==> config.mk <==
export PLATFORM = sky130hd
export DESIGN_NAME = pipeline_hazard_ctrl
export DESIGN_NICKNAME = d
export VERILOG_FILES = /design/src/rtl/pipeline_hazard_ctrl.sv
export SDC_FILE = /design/constraint.sdc
export NUM_CORES = 1
export LEC_CHECK = 0
export ABC_AREA = 1
export BUFFER_PORTS_ARGS = -buffer_cell sky130_fd_sc_hd__clkbuf_2
export CAP_MARGIN = 0
export CORE_MARGIN = 4
export CORE_UTILIZATION = 40
export CTS_BUF_LIST = sky130_fd_sc_hd__clkbuf_8
export DETAILED_ROUTE_END_ITERATION = 10
export GPL_TIMING_DRIVEN = 0
export PLACE_DENSITY = 0.65
export SETUP_SLACK_MARGIN = 0.4
export SLEW_MARGIN = 20
export SYNTH_ARGS = -nofsm -noshare
export SYNTH_HDL_FRONTEND = slang
export SYNTH_SLANG_ARGS = --single-unit
==> constraint.sdc <==
create_clock -name clock -period 2.53 [get_ports clock]
set_clock_uncertainty 0.2 [all_clocks]
set_input_delay 0.253 -clock clock [delete_from_list [all_inputs] [get_ports clock]]
set_output_delay 0.253 -clock clock [all_outputs]
set_load 0.05 [all_outputs]
==> src/rtl/pipeline_hazard_ctrl.sv <==
// pipeline_hazard_ctrl
//   Hazard and sequencing controller for the 5-stage ARMv8 pipeline. Each cycle
//   it picks one action (RUN, STALL, FLUSH or FREEZE) from the current inputs.
//   It drives the PC and pipeline-register enables for that action in the same
//   cycle. It also keeps saturating event counters and a sticky freeze-timeout
//   flag.
//
//   Ports
//     clock, reset              rising-edge clock, synchronous active-high reset
//     id_rn/id_rm               source registers of the instruction in ID
//     id_uses_rn/id_uses_rm     ID instruction actually reads that source
//     ex_memread, ex_rd         load in EX and its destination register
//     mem_branch_taken          taken branch resolved in MEM
//     dmem_busy                 data memory still working on the MEM access
//     pc_write .. pipe_en       per-cycle control enables (combinational)
//     state_q                   action taken last cycle (0 RUN,1 STALL,2 FLUSH,3 FREEZE)
//     stall_cnt/flush_cnt/
//     freeze_cnt                saturating event counters
//     freeze_timeout            sticky: FREEZE_LIMIT consecutive freeze cycles seen
//
//   Handshake: none. dmem_busy is a level that holds the whole pipeline while
//   it is high. Every other input is sampled combinationally in the same cycle.
module pipeline_hazard_ctrl #(
  parameter int CNT_W        = 16,
  parameter int FREEZE_LIMIT = 64,
  parameter int ZERO_REG     = 31
) (
  input  logic             clock,
  input  logic             reset,
  input  logic [4:0]       id_rn,
  input  logic [4:0]       id_rm,
  input  logic             id_uses_rn,
  input  logic             id_uses_rm,
  input  logic             ex_memread,
  input  logic [4:0]       ex_rd,
  input  logic             mem_branch_taken,
  input  logic             dmem_busy,
  output logic             pc_write,
  output logic             pc_src_branch,
  output logic             ifid_write,
  output logic             idex_bubble,
  output logic             ifid_flush,
  output logic             idex_flush,
  output logic             exmem_flush,
  output logic             pipe_en,
  output logic [1:0]       state_q,
  output logic [CNT_W-1:0] stall_cnt,
  output logic [CNT_W-1:0] flush_cnt,
  output logic [CNT_W-1:0] freeze_cnt,
  output logic             freeze_timeout
);

  typedef enum logic [1:0] {
    ACT_RUN    = 2'd0,
    ACT_STALL  = 2'd1,
    ACT_FLUSH  = 2'd2,
    ACT_FREEZE = 2'd3
  } action_t;

  localparam int              CW      = $clog2(FREEZE_LIMIT + 1);
  localparam logic [CW-1:0]   LIMIT_V = CW'(FREEZE_LIMIT);
  localparam logic [4:0]      ZR      = 5'(ZERO_REG);
  localparam logic [CNT_W-1:0] CNT_MAX = '1;

  action_t       action;
  action_t       state_r;
  logic          load_use;
  logic [CW-1:0] consec_q;
  logic [CW-1:0] consec_d;

  assign state_q = state_r;

  // Action select and per-cycle enables.
  always_comb begin
    load_use = ex_memread && (ex_rd != ZR) &&
               ((id_uses_rn && (id_rn == ex_rd)) ||
                (id_uses_rm && (id_rm == ex_rd)));

    // Priority: FREEZE over FLUSH over STALL. A flush squashes the ID
    // instruction, so a load-use hazard that comes with it does not matter.
    action = ACT_RUN;
    if (dmem_busy)             action = ACT_FREEZE;
    else if (mem_branch_taken) action = ACT_FLUSH;
    else if (load_use)         action = ACT_STALL;

    pc_write      = 1'b0;
    pc_src_branch = 1'b0;
    ifid_write    = 1'b0;
    idex_bubble   = 1'b0;
    ifid_flush    = 1'b0;
    idex_flush    = 1'b0;
    exmem_flush   = 1'b0;
    pipe_en       = 1'b1;

    case (action)
      ACT_RUN: begin
        pc_write   = 1'b1;
        ifid_write = 1'b1;
      end
      ACT_STALL: begin
        idex_bubble = 1'b1;
      end
      ACT_FLUSH: begin
        pc_write      = 1'b1;
        pc_src_branch = 1'b1;
        ifid_write    = 1'b1;
        ifid_flush    = 1'b1;
        idex_flush    = 1'b1;
        exmem_flush   = 1'b1;
      end
      ACT_FREEZE: begin
        pipe_en = 1'b0;
      end
      default: ;
    endcase

    // In reset, the pipeline is cleared to NOPs and the PC is held.
    if (reset) begin
      pc_write      = 1'b0;
      pc_src_branch = 1'b0;
      ifid_write    = 1'b0;
      idex_bubble   = 1'b0;
      ifid_flush    = 1'b1;
      idex_flush    = 1'b1;
      exmem_flush   = 1'b1;
      pipe_en       = 1'b1;
    end
  end

  // Consecutive-freeze count. It stops at the limit so it cannot wrap back
  // below the limit during a very long freeze.
  always_comb begin
    consec_d = '0;
    if (action == ACT_FREEZE) begin
      consec_d = (consec_q == LIMIT_V) ? LIMIT_V : consec_q + 1'b1;
    end
  end

  always_ff @(posedge clock) begin
    if (reset) begin
      state_r        <= ACT_RUN;
      stall_cnt      <= '0;
      flush_cnt      <= '0;
      freeze_cnt     <= '0;
      consec_q       <= '0;
      freeze_timeout <= 1'b0;
    end else begin
      state_r  <= action;
      consec_q <= consec_d;
      if (consec_d == LIMIT_V) freeze_timeout <= 1'b1;
      if (action == ACT_STALL && stall_cnt != CNT_MAX)
        stall_cnt <= stall_cnt + 1'b1;
      if (action == ACT_FLUSH && flush_cnt != CNT_MAX)
        flush_cnt <= flush_cnt + 1'b1;
      if (action == ACT_FREEZE && freeze_cnt != CNT_MAX)
        freeze_cnt <= freeze_cnt + 1'b1;
    end
  end

endmodule

==> impl_metrics.tcl, run 1 <==
set metrics [dict create \
    cts-root-buf "clkbuf_8" \
    clock_sinks 58 \
    netlist_area_mm2 0.00340 \
    final_util_pct 50.0 \
    numCtsBuffers 9 \
    final-max-slew-violation-count 0 \
    fp.dieW_um 100 \
    wl_per_cell_um 12.0 \
    crit_type "flip-flop to flip-flop" \
    vias 3515 \
    port_buffers 80 \
    powerDensity_mw_per_mm2 471 \
    finalCriticalPeriod_ns 1.97 \
    synth_area_per_cell_um2 6.55 \
    core_mm2 0.00826 \
    die_h_um 100 \
    yosysWarnings 0 \
    grt_pass1_wl_um 14200 \
    maxSlewHeadroom_pct 58.0 \
    finalSetupTns_ns 0 \
    initial_core_util_pct 41.2 \
    holdBufCountCts 0 \
    rows 33 \
    antenna_cells 0 \
    antenna_found_initial 0 \
    ys_ff_latch 58 \
    grt_remaining_overflow 0 \
    synth_cells 519 \
    drt-total-wl_um 8610 \
    crit_fanout 10 \
    seqCellArea_mm2 0.00117 \
    fillerInstances 838 \
    r2r_end "flush_cnt[13]" \
    die_area_mm2 0.0100 \
    synth_nets 546 \
    fmax_ghz 0.507 \
    grt_pass1_vias 3114 \
    rsz0062_at_grt "yes" \
    htree_levels 3 \
    ys_seq_area_share_pct 34.1 \
    cts_buffer_depth 2 \
    cap_violations 0 \
    period_share_pct 77.9 \
    synth_area_leader_cell "dfxtp_1" \
    ff2ff_path_depth 9 \
    synth_cell_types 32 \
    crit_required_ns 2.59 \
    outcome "finished, final reports clean" \
    crit_path_end "flush_cnt[13]" \
    cts_tree "built" \
    setup_viol 0 \
    startpoint "flush_cnt[0]" \
    area_growth_pct 21.5 \
    synth_area_leaders "dfxtp_1 34%, nand2_1 15%, nor2_1 8.1%, inv_1 6.6%, nand3_1 4.6%" \
    hp-class "input pin to flip-flop" \
    crit_path_end_kind "flip-flop" \
    viasPerCell 4.89 \
    path_clk_slew_ns 0.06 \
    ant_nets 0 \
    cellLeakagePower_nw 1.82 \
    finalWeightedCongestion 0.871 \
    grt_start_max_net_pins 11 \
    rr_startpoint "flush_cnt[0]" \
    hold_viol 0 \
    critPathLaunchType "flip-flop" \
    hold_slack_ns 0.0658 \
    dr.pass1.iters 4 \
    dp_hpwl_um 6620 \
    critPathArrivalTime_ns 2.03 \
    drive_above_1_share_pct 23.5 \
    track_usage_pct 17.4 \
    synth_top_area_share_pct 34.1 \
    pin_count 81 \
    vdd_ir_drop_max_mv 0.348 \
    multiInputGateArea_mm2 0.00191 \
    reg2reg_slack_ns 0.56 \
    drtIter0Drc 139 \
    drcViolationCount 0 \
    tightestPinTransition_ns 0.630 \
    final_nets 637 \
    clk_latency_ns 0.33 \
]
==> area by class of cell <==
type,instances,area share [%]
flip-flops and latches,58,28.3
clock inverters,5,1.15
inverters,64,5.81
repair buffers,80,9.69
well taps,105,3.18
multi-input cells,383,46.2
clock buffers,10,3.33
plain buffers,14,2.33
==> registers in the layout (all words and copies together), names as in the netlist <==
name and flops:
consec_q 7, freeze_cnt 16, stall_cnt 16, flush_cnt 16
freeze_timeout 1, state_q 2
==> cells in the mapped netlist, drive strengths merged <==
| library cell | n |
|---|---|
| xnor2 | 9 |
| inv | 64 |
| buf | 8 |
| o21ai | 24 |
| a31o | 1 |
| nor2 | 76 |
| xor2 | 16 |
| nand3 | 32 |
| nor3 | 17 |
| nand4 | 9 |
| ha | 5 |
| dfxtp | 58 |
| clkbuf | 6 |
| and3 | 2 |
| nand3b | 1 |
| nand2 | 151 |
| a21oi | 40 |
==> critical path: stages (launching register included) <==
cell and delay (ns):
dfxtp_2 0.35, ha_1 0.23, nand3_1 0.08, inv_1 0.07
nand2_1 0.11, nor2_1 0.06, nor2_1 0.29, buf_2 0.29
nand2_1 0.08, a21oi_1 0.13
==> placed cells by master, fill, tap and decap left out, types with 15 or more instances in the layout <==
| cell type | netlist | final |
|---|---|---|
| dfxtp_1 | 58 | 53 |
| xor2_1 | 16 | 16 |
| o21ai_0 | 21 | 21 |
| a21oi_1 | 30 | 30 |
| clkbuf_2 | 0 | 82 |
| inv_1 | 60 | 62 |
| nor2_1 | 73 | 72 |
| nor3_1 | 15 | 15 |
| nand2_1 | 140 | 140 |
| nand3_1 | 31 | 31 |
==> timing repair <==
action,in CTS,in global routing
setup endpoints to repair,2,6
resized for setup,1,5
setup buffers,0,0
cloned,0,0
==> per-stage QoR <==
| step | setup slack, ns | instance area [µm²] | instances | power, mW |
|---|---|---|---|---|
| 2_1_floorplan | 0.416 | 3410 | 519 | 1.08 |
| 3_3_place_gp | 0.400 | 3940 | 704 | 1.14 |
| 3_5_place_dp | 0.372 | 3940 | 704 | 1.14 |
| 4_1_cts | 0.408 | 4130 | 719 | 1.96 |
| 5_1_grt | 0.388 | 4130 | 719 | 2.02 |
| 6_report | 0.559 | 4130 | 719 | 1.95 |
==> report_power, final <==
part,total (mW),switching [mW],internal [mW]
Clock,0.822,0.356,0.465
Combinational,0.191,0.137,0.0532
Sequential,0.934,0.0104,0.923
==> how the worst min path moves through the flow <==
stage	cells past startpoint	to	slack, ns	start
2_1_floorplan	2	state_q[1]	0.21	mem_branch_taken
3_3_place_gp	2	freeze_timeout	0.25	freeze_timeout
3_5_place_dp	2	freeze_timeout	0.25	freeze_timeout
4_1_cts	3	state_q[1]	0.05	mem_branch_taken
5_1_grt	3	state_q[1]	0.06	mem_branch_taken
6_report	3	state_q[1]	0.07	mem_branch_taken
==> kinds of logic after synthesis <==
logic type | count (synthesis) | synth area share (%)
compound gates | 65 | 10.9
xor+xnor | 25 | 6.44
fa+ha+maj | 5 | 1.84
buf+inv | 78 | 9.75
flops | 58 | 34.1
simple gates | 288 | 36.9
==> routing by layer <==
metal / vias up / GRT usage [%] / routed length [µm]
met5: - / 0 / 0
met4: 0 / 6.74 / 167
met3: 13 / 3.61 / 463
met2: 99 / 27.9 / 3920
met1: 1576 / 22.8 / 4060
li1: 1827 / - / -
No activity file was read; power rests on OpenSTA's default activity.
==> run 2: changes to the inputs <==
--- a/config.mk
+++ b/config.mk
@@ -5,7 +5,7 @@
 export SDC_FILE = /design/constraint.sdc
 export NUM_CORES = 1
 export LEC_CHECK = 0
-export ABC_AREA = 1
+export ABC_AREA = 0
 export BUFFER_PORTS_ARGS = -buffer_cell sky130_fd_sc_hd__clkbuf_2
 export CAP_MARGIN = 0
 export CORE_MARGIN = 4
@@ -13,7 +13,7 @@
 export CTS_BUF_LIST = sky130_fd_sc_hd__clkbuf_8
 export DETAILED_ROUTE_END_ITERATION = 10
 export GPL_TIMING_DRIVEN = 0
-export PLACE_DENSITY = 0.65
+export PLACE_DENSITY = 0.69
 export SETUP_SLACK_MARGIN = 0.4
 export SLEW_MARGIN = 20
 export SYNTH_ARGS = -nofsm -noshare
==> constraint.sdc (replaced) <==
create_clock -name clock -period 1.8 [get_ports clock]
set_clock_uncertainty 0.2 [all_clocks]
set_input_delay 0.18 -clock clock [delete_from_list [all_inputs] [get_ports clock]]
set_output_delay 0.18 -clock clock [all_outputs]
set_load 0.05 [all_outputs]
==> impl_metrics.tcl, run 2 <==
set metrics [dict create \
    synth_nets 385 \
    switching_share_pct 28.5 \
    crit_path_end_kind "flip-flop" \
    antenna_found_initial 0 \
    finalSetupTns_ns -3.63 \
    critPathArrivalTime_ns 2.09 \
    use_met1_pct 28.8 \
    rows 31 \
    setup_viol 28 \
    startpoint "id_rm[1]" \
    initial_core_util_pct 41.3 \
    die_h_um 94.8 \
    drcViolationCount 0 \
    cellLeakagePower_nw 2.38 \
    stdcell_count 639 \
    met2_usage_pct 41.3 \
    final_nets 562 \
    cap_violations 0 \
    multiInputGateArea_mm2 0.00264 \
    port_buffers 80 \
    maxSlewHeadroom_pct 59.2 \
    path_delay_family "simple AND/OR/NAND/NOR gates" \
    crit_required_ns 1.87 \
    grt_start_max_net_pins 11 \
    cp_slowest_cell "or4_1" \
    min_from "reset" \
    synth_area_leaders "dfxtp_1 39%, nor2_1 7.1%, xor2_1 6.7%, xnor2_1 4.6%, nand3_1 3.2%" \
    critPathLaunchType "input pin" \
    clock_sinks 58 \
    cts_tree "built" \
    synthAdderAreaFrac_pct 2.08 \
    crit_chain "clkbuf_2 -> xor2_2 -> nor4_4 -> a32oi_4 -> buf_4 -> buf_6 -> buf_2 -> or4_1 -> a21oi_1" \
    grt_pass1_vias 3433 \
    fp.dieW_um 94.8 \
    tightestPinTransition_ns 0.612 \
    pin_count 81 \
    synth_top_cells_by_count "58 x dfxtp_1, 57 x nor2_1, 23 x xor2_1" \
    rr_startpoint "stall_cnt[1]" \
    gr-usage-met3_pct 5.98 \
    synthSimpleGateAreaFrac_pct 32.0 \
    cts-root-buf "clkbuf_8" \
    yosysWarnings 0 \
    clk_latency_ns 0.36 \
    ys_ff_latch 58 \
    ant_nets 0 \
    slowest_delay_ns 0.52 \
    min_to "consec_q[1]" \
    wl_per_cell_um 19.3 \
    dp.cells 537 \
    r2r_end "stall_cnt[13]" \
    synth_xor_area_share_pct 11.3 \
    postSynth.asyncResetShare_pct 0 \
    htree_levels 3 \
    reg2reg_slack_ns -0.20 \
    cts_buffer_depth 2 \
    top_regs "flush_cnt x16, freeze_cnt x16, stall_cnt x16" \
    crit_type "input pin to flip-flop" \
    rsz0062_at_grt "yes" \
    drt-total-wl_um 12300 \
    outcome "finished, violations left" \
    viasPerCell 5.59 \
    netlist_area_mm2 0.00301 \
    path_clk_slew_ns 0.08 \
    fin_ws_ns -0.223 \
    powerDensity_mw_per_mm2 494 \
    synth_area_per_cell_um2 8.42 \
    violations "setup timing" \
    design_area_mm2 0.00595 \
    antenna_cells 0 \
    synth_top_family_by_area "simple AND/OR/NAND/NOR gates" \
    synthMuxAreaShare_pct 2.91 \
    final-max-slew-violation-count 0 \
    synth_cell_types 46 \
    crit_fanout 4 \
    core_mm2 0.00729 \
    synth_top_area_share_pct 38.5 \
    hp-class "input pin to flip-flop" \
    period_share_pct 112 \
    top_usage_layer "met2" \
    finalWeightedCongestion 0.812 \
    grt_pass1_wl_um 16900 \
    fillerInstances 411 \
    vias 3574 \
    ys.flop_type "dfxtp_1" \
    layout_commonest_cell "buf_6" \
    drive_above_1_share_pct 64.8 \
    p_total_mw 2.94 \
    synth_cells 358 \
    die_area_mm2 0.00899 \
    finalCriticalPeriod_ns 2.02 \
    grt_remaining_overflow 0 \
    crit_buf_inv 4 \
    dp_hpwl_um 5950 \
    synth_compound_area_share_pct 10.0 \
    pwr-share-comb_pct 15.8 \
    synth-edff-count 0 \
    fmax_ghz 0.494 \
    intPower_mw 2.10 \
    ys_seq_area_share_pct 38.5 \
    hold_viol 0 \
    place_area_mm2 0.00400 \
    p_sw_mw 0.839 \
    drtIter0Drc 133 \
    seqCellArea_mm2 0.00133 \
    final_cell_mix "51 x buf_6, 45 x nor2_1, 44 x buf_4" \
    final_util_pct 81.7 \
    dr.pass1.iters 5 \
    numCtsBuffers 9 \
    ff2ff_path_depth 7 \
    area_growth_pct 97.6 \
    p_clk_share_pct 41.5 \
    synth_area_leader_cell "dfxtp_1" \
    seqPwrFrac_pct 42.7 \
    track_usage_pct 24.0 \
    vdd_ir_drop_max_mv 0.408 \
    synth_most_common_cell "dfxtp_1" \
    min_path_cells 3 \
]
-- run 2: cell count changes in the layout (fill, tap and decap cells not counted), moves of 40 or more --
cell | previous run | this run
nand2_1 | 140 | 14
inv_1 | 62 | 6
clkbuf_2 | 82 | 27
buf_6 | 1 | 51
dfxtp_1 | 53 | 9
dfxtp_4 | 0 | 41
buf_4 | 4 | 44
-- run 2: worst max-delay path by stage --
stage          cells after the start  slack (ns)            end
6_report                           9       -0.22  stall_cnt[15]
5_1_grt                            9       -0.28       pc_write
3_3_place_gp                       8       -0.63    idex_bubble
4_1_cts                            9       -0.22       pc_write
3_5_place_dp                       8       -0.55    idex_bubble
2_1_floorplan                      7       -0.24       pc_write
-- run 2: worst register-to-register path, delay by kind of cell, from the launching register on --
kind,cells,cell delay [ns]
AOI/OAI and AO/OA,1,0.31
and+or+nand+nor,3,0.40
muxes,1,0.29
adders and majority gates,1,0.15
DFF,1,0.37
buffers and inverters,1,0.18
-- run 2: cells by family (layout without fill, tap and decap cells) --
kind of cell / Yosys count / in the layout
XOR/XNOR: 39 / 39
flip-flops: 58 / 58
adder cells (fa/ha/maj): 5 / 5
AO/OA/AOI/OAI: 46 / 47
multiplexers: 8 / 8
buffers and inverters: 20 / 200
AND/OR/NAND/NOR: 182 / 183
-- run 2: area by class of cell --
type | instances | area share, %
clock buffers | 10 | 2.31
multi-input cells | 282 | 44.3
flip-flops and latches | 58 | 22.3
clock inverters | 6 | 0.820
well taps | 99 | 2.08
inverters | 7 | 0.525
plain buffers | 13 | 1.89
repair buffers | 164 | 25.8
-- run 2: power groups by stage --
stage                     Clock (mW)  Combinational (mW)  Sequential [mW]
final                           1.22               0.464             1.26
after global routing            1.30               0.488             1.26
after CTS                       1.19               0.401             1.25
after detailed placement           0               0.278             1.29
after global placement             0               0.275             1.29
after floorplan                    0               0.158             1.32
-- run 2: through the flow --
step	hold slack [ns]	worst slack (ns)
after global routing	0.0938	-0.282
after floorplan	0.101	-0.235
final	0.0956	-0.223
after CTS	0.0860	-0.216
after detailed placement	0.247	-0.554
after global placement	0.252	-0.626
-- run 2: per-layer routing --
layer | share of wire, % | wire (µm)
met4 | 3.1 | 376
met5 | 0 | 0
met1 | 39 | 4780
met3 | 5.9 | 726
met2 | 52 | 6430
-- run 2: repair_timing --
item                                    CTS  global route
pin swaps                                61            38
gates resized for setup                 149           145
gates cloned                              4             1
hold endpoints to repair                  1             0
endpoints found under the setup margin   63           102
hold buffers                              1             0
setup buffers                            58            22
